File: src/rtl/btb_update_ctrl.sv
// BTB write sequencer: buffers branch resolutions, keeps per-set 2-bit direction
// counters, and runs a drain-then-sweep invalidate of the whole table on request.
module btb_update_ctrl #(
  parameter int unsigned s_index    = 4,
  parameter int unsigned fifo_depth = 4
) (
  input  logic        clk,
  input  logic        rst,
  input  logic        res_valid,
  output logic        res_ready,
  input  logic [31:0] res_pc,
  input  logic [31:0] res_target,
  input  logic        res_taken,
  input  logic        flush_req,
  output logic        flush_busy,
  output logic        btb_update,
  output logic        btb_update_btb,
  output logic [31:0] btb_pc,
  output logic [31:0] btb_target,
  output logic        btb_p_tnt
);

  localparam int unsigned num_sets = 1 << s_index;
  localparam int unsigned ptr_w    = $clog2(fifo_depth);
  localparam int unsigned cnt_w    = ptr_w + 1;

  typedef enum logic [1:0] {IDLE, DRAIN, SWEEP} state_t;

  typedef struct packed {
    logic [31:0] pc;
    logic [31:0] target;
    logic        taken;
  } entry_t;

  state_t               state_q, state_d;
  logic [ptr_w-1:0]     wr_ptr_q, wr_ptr_d;
  logic [ptr_w-1:0]     rd_ptr_q, rd_ptr_d;
  logic [cnt_w-1:0]     count_q, count_d;
  logic [s_index-1:0]   sweep_idx_q, sweep_idx_d;
  entry_t               fifo_q [fifo_depth];
  entry_t               fifo_d [fifo_depth];
  logic [1:0]           counter_q [num_sets];
  logic [1:0]           counter_d [num_sets];

  entry_t               head;
  logic [s_index-1:0]   head_idx;
  logic [1:0]           cur_c, new_c;
  logic                 empty, full, enq, deq;

  assign empty     = (count_q == '0);
  assign full      = (count_q == cnt_w'(fifo_depth));
  assign res_ready = !full && (state_q == IDLE);
  assign enq       = res_valid && res_ready;
  // The flush_req cycle itself does not dequeue, so everything still queued
  // (including an event accepted alongside the request) is written in DRAIN.
  assign deq       = !empty && ((state_q == DRAIN) || ((state_q == IDLE) && !flush_req));

  assign head     = fifo_q[rd_ptr_q];
  assign head_idx = head.pc[s_index+1:2];
  assign cur_c    = counter_q[head_idx];

  always_comb begin
    new_c = cur_c;
    if (head.taken) begin
      if (cur_c != 2'b11) new_c = cur_c + 2'b01;
    end else begin
      if (cur_c != 2'b00) new_c = cur_c - 2'b01;
    end
  end

  always_comb begin
    state_d     = state_q;
    wr_ptr_d    = wr_ptr_q;
    rd_ptr_d    = rd_ptr_q;
    count_d     = count_q;
    sweep_idx_d = sweep_idx_q;
    fifo_d      = fifo_q;
    counter_d   = counter_q;

    if (enq) begin
      fifo_d[wr_ptr_q] = '{pc: res_pc, target: res_target, taken: res_taken};
      wr_ptr_d         = wr_ptr_q + ptr_w'(1);
    end
    if (deq) begin
      rd_ptr_d            = rd_ptr_q + ptr_w'(1);
      counter_d[head_idx] = new_c;
    end
    case ({enq, deq})
      2'b10:   count_d = count_q + cnt_w'(1);
      2'b01:   count_d = count_q - cnt_w'(1);
      default: count_d = count_q;
    endcase

    unique case (state_q)
      IDLE: if (flush_req) state_d = DRAIN;
      DRAIN: begin
        if (count_d == '0) begin
          state_d     = SWEEP;
          sweep_idx_d = '0;
        end
      end
      SWEEP: begin
        counter_d[sweep_idx_q] = 2'b01;
        sweep_idx_d            = sweep_idx_q + s_index'(1);
        if (sweep_idx_q == '1) state_d = IDLE;
      end
      default: state_d = IDLE;
    endcase
  end

  always_comb begin
    btb_update     = 1'b0;
    btb_update_btb = 1'b0;
    btb_pc         = '0;
    btb_target     = '0;
    btb_p_tnt      = 1'b0;
    if (deq) begin
      btb_update     = 1'b1;
      btb_update_btb = head.taken;
      btb_pc         = head.pc;
      btb_target     = head.target;
      btb_p_tnt      = new_c[1];
    end else if (state_q == SWEEP) begin
      // Low bits 2'b11 make the tag misaligned so it can never hit on fetch.
      btb_update     = 1'b1;
      btb_update_btb = 1'b1;
      btb_pc         = {{(30 - s_index){1'b1}}, sweep_idx_q, 2'b11};
    end
  end

  assign flush_busy = (state_q != IDLE);

  always_ff @(posedge clk) begin
    if (rst) begin
      state_q     <= IDLE;
      wr_ptr_q    <= '0;
      rd_ptr_q    <= '0;
      count_q     <= '0;
      sweep_idx_q <= '0;
      for (int unsigned i = 0; i < fifo_depth; i++) fifo_q[i] <= '0;
      for (int unsigned i = 0; i < num_sets; i++) counter_q[i] <= 2'b01;
    end else begin
      state_q     <= state_d;
      wr_ptr_q    <= wr_ptr_d;
      rd_ptr_q    <= rd_ptr_d;
      count_q     <= count_d;
      sweep_idx_q <= sweep_idx_d;
      fifo_q      <= fifo_d;
      counter_q   <= counter_d;
    end
  end

endmodule

File: config.mk
export PLATFORM = sky130hd
export DESIGN_NAME = btb_update_ctrl
export DESIGN_NICKNAME = d
export VERILOG_FILES = /design/src/rtl/btb_update_ctrl.sv
export SDC_FILE = /design/constraint.sdc
export NUM_CORES = 1
export LEC_CHECK = 0
export ABC_AREA = 1
export BUFFER_PORTS_ARGS = -buffer_cell sky130_fd_sc_hd__buf_2
export CORE_UTILIZATION = 39
export CTS_CLUSTER_SIZE = 28
export DETAILED_ROUTE_END_ITERATION = 6
export PLACE_DENSITY = 0.62
export SYNTH_ARGS = -nofsm -noshare
export SYNTH_HDL_FRONTEND = slang
export SYNTH_SLANG_ARGS = --single-unit
File: constraint.sdc
create_clock -name clk -period 3.2 [get_ports clk]
set_clock_uncertainty 0.2 [all_clocks]
set_input_delay 0.96 -clock clk [delete_from_list [all_inputs] [get_ports clk]]
set_output_delay 0.96 -clock clk [all_outputs]
set_load 0.02 [all_outputs]
---- Yosys cells after proc, flatten, opt, wreduce, memory -nomap -nowiden ----
Index checks and enable logic that the tools add are counted.
word-level totals
  logic and storage cells ................. 116
  bits of input ports ..................... 69
  bits in registers ....................... 305
  output and inout bits ................... 69
operators by class
  muxes and demuxes ....................... 33
  add/sub/neg operators ................... 7
  bitwise logic cells ..................... 7
  reduce and logical (&&, ||, !) cells .... 19
  order comparisons ....................... 7
  equality and inequality tests ........... 10
operator list
  cell                                                                          count
  260-bit bitwise mux                                                           1
  65-bit 2-to-1 mux                                                             3
  32-bit 2-to-1 mux                                                             5
  65-bit binary-select mux with 2-bit select                                    1
  65-bit demux with 2-bit select                                                1
  32-bit bitwise mux                                                            1
  2-bit 2-to-1 mux                                                              10
  16-bit bitwise AND                                                            1
  2-bit demux with 4-bit select                                                 2
  16-bit NOT                                                                    1
  16-bit bitwise OR                                                             1
  5-bit >= comparator, second input constant                                    2
  5-bit by 1-bit less-than comparator with 1-bit output, second input constant  2
  4-bit NOT with 5-bit output                                                   2
  2-bit binary-select mux with 4-bit select                                     1
  4-bit one-hot mux with 2 select lines                                         1
  1-bit logical AND                                                             7
  2-bit by 1-bit adder with 2-bit output, second input constant                 3
  3-bit >= comparator, second input constant                                    2
  3-bit logical NOT                                                             2
  2-bit inequality test, second input constant                                  3
  2-bit NOT with 3-bit output                                                   2
  2-bit one-hot mux with 3 select lines                                         1
  3-bit one-hot mux with 2 select lines                                         1
  other kinds (18)                                                              27

---- Logic depth before layout (Yosys ltp) ----
Gate-level depths: netlist of the first run.
  word-level depth ........................ 15
  depth in mapped cells ................... 19
  gate-level depth less buffers ........... 17

---- Worst setup path before layout of the first run ----
No wires, ideal clock.
  kind .................................... input-to-reg
  start point ............................. input flush_req
  end point ............................... register sweep_idx_q[2]
  slack ................................... -0.032 ns
  data required time ...................... 2.869 ns
  library setup time ...................... 0.131 ns
  stages .................................. 15
  buffers on the path ..................... 1
  arrival time ............................ 2.901 ns
  cells stage by stage .................... nor2_1 o21a_1 buf_2 ha_1 inv_1 fa_1 nor2_1 nor2_1 xor2_1 inv_1 nand3_1 nor3_1 inv_1 a21oi_1 nor3_1
between the ends
  word-level cells in the longest chain between the ends .. 9
  elaborated cells between the ends (all ways) .. 10
  classes of those cells .................. 3 x eq/ne; 1 x mux; 6 x reduce/logical
ends and longest elaborated chain
  item                                                                                   line  source
  from (decl)                                                                            14    input logic flush_req,
  1-bit logical NOT (*)                                                                  56    assign deq = !empty && ((state_q == DRAIN) || ((state_q == IDLE) && !flush_req));
  1-bit logical AND (*)                                                                  56
  1-bit logical OR (*)                                                                   56
  1-bit logical AND (*)                                                                  56
  net deq                                                                                48    logic empty, full, enq, deq;
  2-bit by 1-bit equality test with 1-bit output or 2-bit equality test (tied branches)  88    case ({enq, deq})
  3-bit one-hot mux with 2 select lines (*)                                              88
  3-bit logical NOT (*)                                                                  97    if (count_d == '0) begin
  2-bit by 1-bit inequality test with 1-bit output (no source line) (*)                  n/a
  2-bit AND reduction (no source line) (*)                                               n/a
  to (signal assigned)                                                                   147   sweep_idx_q <= sweep_idx_d;
  to (decl)                                                                              39    logic [s_index-1:0] sweep_idx_q, sweep_idx_d;
Mark *: on every way through the listed nets, which the timed path passes. The rest lies on a longest branch.
A chain may end at the register's enable or synchronous reset.

---- Final worst setup path of the first run ----
  start point ............................. register rd_ptr_q[0]
  end point ............................... output btb_p_tnt
between the ends
  word-level cells in the longest chain between the ends .. 12
  elaborated cells between the ends (all ways) .. 16
  classes of those cells .................. 2 x add/sub; 1 x eq/ne; 10 x mux; 2 x bitwise; 1 x reduce/logical
ends and longest elaborated chain
  item                                                                       line    source
  from (decl)                                                                37      logic [ptr_w-1:0] rd_ptr_q, rd_ptr_d;
  from (signal assigned)                                                     145     rd_ptr_q <= rd_ptr_d;
  2-bit NOT with 3-bit output (not written as such) (*)                      58      assign head = fifo_q[rd_ptr_q];
  65-bit binary-select mux with 2-bit select (*)                             58
  65-bit 2-to-1 mux (not written as such) (*) (2 in series)                  58
  4-bit NOT with 5-bit output (not written as such)                          60      assign cur_c = counter_q[head_idx];
  2-bit binary-select mux with 4-bit select                                  60
  2-bit 2-to-1 mux (not written as such) (2 in series)                       60
  2-bit by 1-bit subtractor with 2-bit output, or another cell as far along  67      if (cur_c != 2'b00) new_c = cur_c - 2'b01;
  2-bit 2-to-1 mux (on tied branches)                                        67, 65
  2-bit 2-to-1 mux (*)                                                       64      if (head.taken) begin
  1-bit 2-to-1 mux (*)                                                       117     if (deq) begin
  to (decl)                                                                  20      output logic btb_p_tnt
Mark *: on every way between the ends. The rest lies on a longest branch, timed or not. The select of a mux whose other input is x is not followed.

==> results.yml, run 1 <==
floorplan:
  die_y_um: 190
  std_cell_rows: 68
  ios: 138
  dieArea_sq_mm: 0.0359
  start_util_pct: 39.7
  die_x_um: 190
  coreArea_sq_mm: 0.0345
cts:
  clk_latency_ps: 510
  cts_buffers: 36
  clk_path_buf_depth: 3
  cts_tree: "yes"
  clk_pin_slew_ps: 60
  cts_root_buf: "clkbuf_16"
  htreeDepth: 2
  postCtsHoldBufs: 0
  cts.sinks: 305
routing:
  via_per_inst: 5.44
  drt_iter0_drc: 1016
  drt_wl_total_um: 43300
  vias: 13600
  dr.pass1.iters: 5
  route.detailed.drc: 0
  drtAntennaViolNets: 0
  avgRoutedWirePerCell_um: 17.4
global_route:
  grt_pass1_vias: 12700
  grt_util_all_layers_pct: 23.6
  grt_pass1_wl_um: 68400
  antenna_found_initial: 3
  grt_max_degree: 127
  gr-total-overflow: 0
finish:
  area_growth_pct: 24.4
  final_common_cell: "a21oi_1"
  drive_gt1_share_pct: 18.1
  fin_nets: 2092
  nFillCells: 3395
  final_cell_mix: "a21oi_1, dfxtp_1, nand2_1, o21ai_0, inv_1"
place:
  port_buffers: 137
  dp_hpwl_um: 25100
  gp_congestion: 0.903
sta:
  hold_violations: 0
  final.min_clock_period_ps: 3480
  max_slew_margin_pct: 56.1
  setup_ws_ps: -284
  setup_viol: 27
  worst_slew_pin_slew_ps: 659
  rsz0062_at_grt: "true"
  post-route-period-util_pct: 109
  slew_viol_final: 0
  max_freq_mhz: 287
  whs_ps: 251
yosys:
  synth-simple-area-share_pct: 15.4
  postSynthAreaPerCell_sq_um: 7.18
  netlist_instances: 1911
  syn_nets: 1990
  synth_compound_area_share_pct: 29.2
  ys_types: 34
  ys.warnings.count: 0
  muxShareOfSynthArea_pct: 0
  synth_fa_ha_area_share_pct: 0.967
  synth_top_family_by_area: "compound AO/OA/AOI/OAI gates"
  synth_xor_area_share_pct: 0.128
  synth_area_leaders: "dfxtp_1, a21oi_1, o21ai_0"
  netlist_area_sq_mm: 0.0137
  synth_top_area_cell: "dfxtp_1"
  netlist.area_leader.share_pct: 44.5
  synth_seq_cells: 305
  yosysSeqAreaShare_pct: 44.5
hold_path:
  hp-class: "reg2reg"
critical_path:
  critPathCaptureType: "output port"
  r2r-start: "state_q[1]"
  required_ps: 2040
  regToRegEndpoint: "sweep_idx_q[2]"
  crit_end: "btb_p_tnt"
  cp-startpoint: "rd_ptr_q[0]"
  cp-start-kind: "register"
  ff2ff_path_depth: 17
  cp_max_fo: 7
  rrSetupSlack_ps: 570
  crit_arrival_ps: 2320
  path_class: "reg2out"
run_status:
  violations: "negative setup slack"
  status: "finished, violations left"
power:
  power.density_mw_per_mm2: 966
  total_power_w: 0.0165
  peakVddDrop_mv: 0.493
  leakagePower_nw: 6.21
flow_run:
  maxCapViolations: 0
[per-layer routing]
layer | part of all wire [%] | GRT usage, % | up-vias
met5 | 0.053 | 0 | -
met4 | 2.5 | 8.28 | 4
met3 | 6.4 | 4.36 | 80
met2 | 47 | 39.4 | 429
met1 | 44 | 30.4 | 6377
li1 | - | - | 6676
[worst max-delay path, stage by stage, from the launching register on]
cell,delay [ps]
dfxtp_4,420
inv_8,60
nand2_4,60
nand3_4,180
nand2_8,150
buf_4,110
nand2_1,40
o21ai_1,80
nand2_1,80
nand2_1,90
nand2_1,50
nand2_1,90
nor2_2,60
nand2_2,80
nand2_4,50
nor2_4,80
buf_6,120
[worst min path at each step]
stage	start	end	slack (ps)	cells past startpoint
6_report	fifo_q[75]	fifo_q[75]	250	2
3_3_place_gp	fifo_q[157]	fifo_q[157]	240	2
3_5_place_dp	fifo_q[171]	fifo_q[171]	240	2
2_1_floorplan	fifo_q[104]	fifo_q[104]	230	2
5_1_grt	fifo_q[210]	fifo_q[210]	270	2
4_1_cts	fifo_q[171]	fifo_q[171]	250	2
[power by group]
group          leakage [nW]  internal, W  switching (W)
combinational          3.18      0.00279        0.00501
clock                 0.553      0.00232        0.00162
sequential             2.48      0.00446       0.000280
total                  6.21      0.00957        0.00690
[logic make-up after synthesis]
logic type	after synthesis
adder cells (fa/ha/maj)	10
AND/OR/NAND/NOR	485
AO/OA/AOI/OAI	774
XOR/XNOR	2
flip-flops	305
buffers and inverters	335
[repair_timing]
action | 4_1_cts | 5_1_grt
resized for setup | 91 | 100
pin swaps | 12 | 18
setup buffers | 16 | 6
cloned | 6 | 1
setup endpoints to repair | 67 | 58
[Yosys cell counts (all sizes together)]
cell    instances
a21oi         453
dfxtp         305
nand2         271
o21ai         268
inv           176
nand3         164
clkbuf        106
buf            53
nor2           41
a31oi          29
o21a           17
ha              9
nor3            6
o22ai           4
nand4           2
xor2            2
a211oi          1
a32oi           1
a41oi           1
fa              1
nor4            1
[cell type report]
cell class	instances	area (sq um)	share of cell area [%]
flip-flops and latches	305	6120	35.9
repair buffers	220	1790	10.5
diodes	2	5.00	0.0293
clock buffers	54	1030	6.04
multi-input cells	1273	6770	39.7
well taps	455	569	3.34
repair inverters	1	6.26	0.0367
clock inverters	10	91.3	0.535
inverters	176	679	3.98
[state kept, by name, indices dropped and copies added, names as in the netlist]
| register | cells |
|---|---|
| count_q | 3 |
| counter_q | 32 |
| fifo_q | 260 |
| rd_ptr_q | 2 |
| state_q | 2 |
| sweep_idx_q | 4 |
| wr_ptr_q | 2 |
[through the flow]
| stage | cells | cell area, sq um | setup WS [ps] | setup TNS [ps] | util [%] |
|---|---|---|---|---|---|
| 2_1_floorplan | 1911 | 13700 | -11.5 | -308 | - |
| 6_report | 2496 | 17100 | -284 | -889 | 49.4 |
| 5_1_grt | 2495 | 17100 | -391 | -2410 | 49.4 |
| 3_3_place_gp | 2404 | 14900 | -136 | -3440 | 43.2 |
| 3_5_place_dp | 2404 | 14900 | -178 | -4800 | 43.2 |
| 4_1_cts | 2490 | 16600 | -281 | -3370 | 48.1 |
Note: power is estimated with default switching activity, not from simulation.
==> run 2, diff against run 1 <==
- CORE_MARGIN: unset -> 4
==> run 2 against run 1 <==
The run still ends with negative setup slack left. Combinational power is 14% higher. First-iteration DRC count is 4.0% lower. Cell area is 5.5% higher. Largest cell class unchanged. Highest routed layer unchanged.
==> results.yml, run 2 (same netlist as run 1, synthesis figures left out) <==
cts:
  cts_tree: "yes"
  htreeDepth: 2
  cts_root_buf: "clkbuf_16"
  cts_buffers: 36
  clk_path_buf_depth: 3
  clk_pin_slew_ps: 60
  cts.sinks: 305
  clk_latency_ps: 520
  postCtsHoldBufs: 0
place:
  port_buffers: 137
  dp_cells: 2398
  dp_hpwl_um: 25000
  gp_congestion: 0.918
sta:
  max_freq_mhz: 289
  slew_viol_final: 0
  final.min_clock_period_ps: 3460
  worst_slew_pin_slew_ps: 859
  whs_ps: 248
  setup_ws_ps: -259
  max_slew_margin_pct: 42.7
  post-route-period-util_pct: 108
  setup_viol: 66
  hold_violations: 0
  rsz0062_at_grt: "true"
routing:
  drtAntennaViolNets: 0
  via_per_inst: 5.53
  drt_iter0_drc: 975
  vias: 13800
  avgRoutedWirePerCell_um: 18.2
  dr.pass1.iters: 6
  drt_wl_total_um: 45600
  route.detailed.drc: 0
critical_path:
  cp_max_fo: 8
  worstPathCellList: "inv_8 -> nand2_4 -> nand3_4 -> buf_8 -> nand3_2 -> nand2_1 -> nand2_1 -> nand2_1 -> nand2_1 -> nand2_2 -> o21ai_2 -> nand2_2 -> nand2_4 -> nor2_2 -> buf_6"
  critPathCaptureType: "output port"
  required_ps: 2040
  cp_common_cell: "nand2_1"
  crit_arrival_ps: 2300
  path_class: "reg2out"
  cp_top_family: "simple AND/OR/NAND/NOR gates"
  rrSetupSlack_ps: 480
  path_buf_inv: 3
  max_stage_delay_ps: 440
  cp-start-kind: "register"
  worst_path_max_delay_cell: "dfxtp_4"
global_route:
  grt_pass1_vias: 12900
  use_met1_pct: 29.7
  grt.busiest_layer: "met2"
  grt_max_degree: 164
  use_met2_pct: 35.2
  grt_util_all_layers_pct: 21.9
  antenna_found_initial: 4
  met3_usage_pct: 3.14
  gr-total-overflow: 0
  grt_pass1_wl_um: 69500
flow_run:
  maxCapViolations: 0
power:
  power.density_mw_per_mm2: 992
  peakVddDrop_mv: 0.548
  leakagePower_nw: 6.41
finish:
  regMostFlops: "fifo_q"
  drive_gt1_share_pct: 20.6
  final_cell_mix: "a21oi_1, dfxtp_1, o21ai_0, nand2_1, inv_1"
  area_growth_pct: 31.3
  largest_reg_flops: 260
  layout.cells.non_filler: 2502
  final_common_cell: "a21oi_1"
  top_regs: "fifo_q x260, counter_q x32, sweep_idx_q x4"
  fin_nets: 2099
floorplan:
  dieArea_sq_mm: 0.0382
  die_y_um: 196
  start_util_pct: 39.6
  die_x_um: 196
  coreArea_sq_mm: 0.0346
  std_cell_rows: 68
  ios: 138
run_status:
  status: "finished, violations left"
  violations: "negative setup slack"
hold_path:
  hp-class: "reg2reg"
[run 2: changes by cell type in the layout (fill, tap and decap cells not counted), moves of 7 or more]
cell,previous run,this run
clkbuf_1,14,4
a31oi_4,17,26
a21oi_4,0,17
o21ai_1,26,13
o21ai_0,239,254
buf_4,70,58
buf_6,28,64
a21oi_1,440,408
buf_2,100,68
a31oi_1,11,3
a21oi_2,13,28
buf_12,15,22
[run 2: worst paths after layout]
| path | depth (start not counted) | end | startpoint |
|---|---|---|---|
| setup reg to reg | 18 | sweep_idx_q[2] | state_q[0] |
| hold / removal | 2 | fifo_q[149] | fifo_q[149] |
| setup / recovery | 15 | btb_p_tnt | rd_ptr_q[0] |
| hold reg to reg | 2 | fifo_q[149] | fifo_q[149] |
[run 2: per-layer routing]
layer  vias up  share of wire, %
met5         -             0.029
met4         2               3.3
met3        94               7.1
met2       518                47
met1      6518                43
li1       6709                 -
[run 2: what timing repair did]
action,4_1_cts,5_1_grt
setup endpoints to repair,59,63
resized for setup,105,208
cloned,7,7
setup buffers,18,7
pin swaps,18,15
[run 2: worst min-delay path, cell delays in order, from the launching register on]
cell     delay, ps
dfxtp_1        300
inv_1           60
a21oi_1         50
[run 2: final cells by class]
class / count / area (sq um)
Clock inverter: 17 / 210
Timing Repair inverter: 1 / 11.3
Tap cell: 455 / 569
Antenna cell: 3 / 7.51
Timing Repair Buffer: 226 / 2260
Sequential cell: 305 / 6110
Clock buffer: 45 / 1010
Fill cell: 3278 / 16600
Inverter: 176 / 679
Multi-Input combinational cell: 1274 / 7150
[run 2: power by group]
group          leakage, nW  internal (W)  switching (W)  total [W]
clock network        0.605       0.00257        0.00166    0.00423
registers             2.48       0.00446       0.000275    0.00473
logic                 3.33       0.00332        0.00557    0.00889
[run 2: per-stage QoR]
stage	TNS, ps	area, sq um	power, W	worst slack [ps]	util [%]
after floorplan	-308	13700	0.00892	-11.5	-
after global placement	-1000	14900	0.0110	-89.7	43.1
after detailed placement	-1760	14900	0.0111	-103	43.1
after CTS	-2960	16900	0.0164	-291	48.8
after global routing	-10710	18000	0.0187	-375	52.0
final	-6290	18000	0.0179	-259	52.0
==> run 3, diff against run 2 <==
--- a/config.mk
+++ b/config.mk
@@ -12,4 +12,5 @@
 export CTS_CLUSTER_SIZE = 28
 export DETAILED_ROUTE_END_ITERATION = 6
+export GPL_TIMING_DRIVEN = 0
 export PLACE_DENSITY = 0.62
 export SYNTH_ARGS = -nofsm -noshare
==> constraint.sdc (replaced) <==
create_clock -name clk -period 3.2 [get_ports clk]
set_clock_uncertainty 0.2 [all_clocks]
set_input_delay 0.48 -clock clk [delete_from_list [all_inputs] [get_ports clk]]
set_output_delay 0.48 -clock clk [all_outputs]
set_load 0.02 [all_outputs]
==> run 3 against run 2 <==
First-iteration DRC count up 38%. Sequential power about the same. The run now ends clean. Worst hold slack got worse by 190 ps.
==> results.yml, run 3 (same netlist as run 1, synthesis figures left out) <==
run_status:
  status: "complete, no violations"
sta:
  hold_violations: 0
  max_slew_margin_pct: 40.1
  final.min_clock_period_ps: 3170
  fin_setup_tns_ps: 0
  rsz0062_at_grt: "true"
  slew_viol_final: 0
  setup_viol: 0
  worst_slew_pin_slew_ps: 898
  max_freq_mhz: 316
  post-route-period-util_pct: 98.9
power:
  total_power_w: 0.0160
  peakVddDrop_mv: 0.559
  leakagePower_nw: 6.15
  power.density_mw_per_mm2: 959
finish:
  largest_reg_flops: 260
  final_cell_mix: "a21oi_1, dfxtp_1, o21ai_0, nand2_1, inv_1"
  final_common_cell: "a21oi_1"
  drive_gt1_share_pct: 14.9
  top_regs: "fifo_q x260, counter_q x32, sweep_idx_q x4"
  postLayoutCoreUtil_pct: 48.1
  regMostFlops: "fifo_q"
  area_growth_pct: 21.4
  layout.cells.non_filler: 2585
  fin_nets: 2180
floorplan:
  ios: 138
  coreArea_sq_mm: 0.0346
  dieArea_sq_mm: 0.0382
  die_x_um: 196
  start_util_pct: 39.6
  std_cell_rows: 68
  die_y_um: 196
critical_path:
  regToRegEndpoint: "sweep_idx_q[2]"
  cp_max_fo: 10
  cp-start-kind: "register"
  path_class: "reg2out"
  rrSetupSlack_ps: 190
  crit_arrival_ps: 2490
  required_ps: 2520
  r2r-start: "state_q[1]"
  critPathCaptureType: "output port"
  ff2ff_path_depth: 17
global_route:
  use_met1_pct: 31.8
  use_met2_pct: 38.2
  grt_max_degree: 15
  grt_util_all_layers_pct: 23.6
  antenna_found_initial: 6
  grt.busiest_layer: "met2"
  met3_usage_pct: 4.74
  grt_pass1_vias: 13100
  grt_pass1_wl_um: 73000
  gr-total-overflow: 0
cts:
  cts_tree: "yes"
  clk_latency_ps: 520
  cts_buffers: 35
  clk_path_buf_depth: 3
  cts.sinks: 305
  cts_root_buf: "clkbuf_16"
  clk_pin_slew_ps: 60
  postCtsHoldBufs: 0
  htreeDepth: 2
place:
  port_buffers: 137
  dp_cells: 2503
  gp_congestion: 0.910
  dp_hpwl_um: 33500
routing:
  dr.pass1.iters: 6
  drtAntennaViolNets: 0
  via_per_inst: 5.46
  route.detailed.drc: 0
  vias: 14100
  drt_iter0_drc: 1350
  drt_wl_total_um: 47900
  avgRoutedWirePerCell_um: 18.5
hold_path:
  min_to: "fifo_q[199]"
  min_from: "res_target[3]"
  hp-class: "in2reg"
  holdPathStages: 3
flow_run:
  maxCapViolations: 0
## run 3: layout make-up
class	count	area [sq um]
well taps	455	569
fillers	3479	18000
plain buffers	157	742
diodes	2	5.00
clock inverters	13	186
multi-input cells	1271	6410
flip-flops and latches	305	6110
repair buffers	155	907
inverters	176	671
clock buffers	51	1050
## run 3: worst max path at each step
stage	start	endpoint	slack [ps]	cells after the start
6_report	rd_ptr_q[0]	btb_pc[0]	30	8
5_1_grt	state_q[1]	btb_target[28]	-30	8
4_1_cts	state_q[1]	sweep_idx_q[2]	-30	17
3_5_place_dp	flush_req	sweep_idx_q[2]	-320	16
3_3_place_gp	flush_req	sweep_idx_q[2]	-330	17
2_1_floorplan	state_q[1]	sweep_idx_q[2]	290	17
## run 3: power by group
group	switching (W)	internal (W)
combinational	0.00484	0.00216
sequential	0.000260	0.00445
clock	0.00165	0.00261
total	0.00675	0.00922
## run 3: routing by layer
| layer | part of all wire [%] | wire length, um |
|---|---|---|
| met5 | 0.090 | 43 |
| met4 | 2.8 | 1330 |
| met3 | 8.1 | 3900 |
| met2 | 46 | 21900 |
| met1 | 43 | 20700 |
## run 3: timing repair
action	4_1_cts	5_1_grt
setup buffers	9	6
gates cloned	0	3
resized for setup	41	52
pin swaps	4	17
endpoints found under the hold margin	0	0
setup endpoints to repair	71	56
## run 3: critical path: stages (launching register included)
cell	delay (ps)
dfxtp_4	420
inv_8	60
buf_8	130
buf_2	210
buf_2	250
a21oi_1	140
o21ai_0	100
a31oi_1	410
buf_2	250
## run 3: metrics by stage
stage | setup slack, ps | instance area (sq um) | hold slack, ps
final | 34.3 | 16700 | 61.8
after global routing | -26.8 | 16600 | 58.6
after CTS | -30.1 | 16400 | 48.8
after detailed placement | -319 | 15000 | 244
after global placement | -326 | 15000 | 238
after floorplan | 288 | 13700 | 230
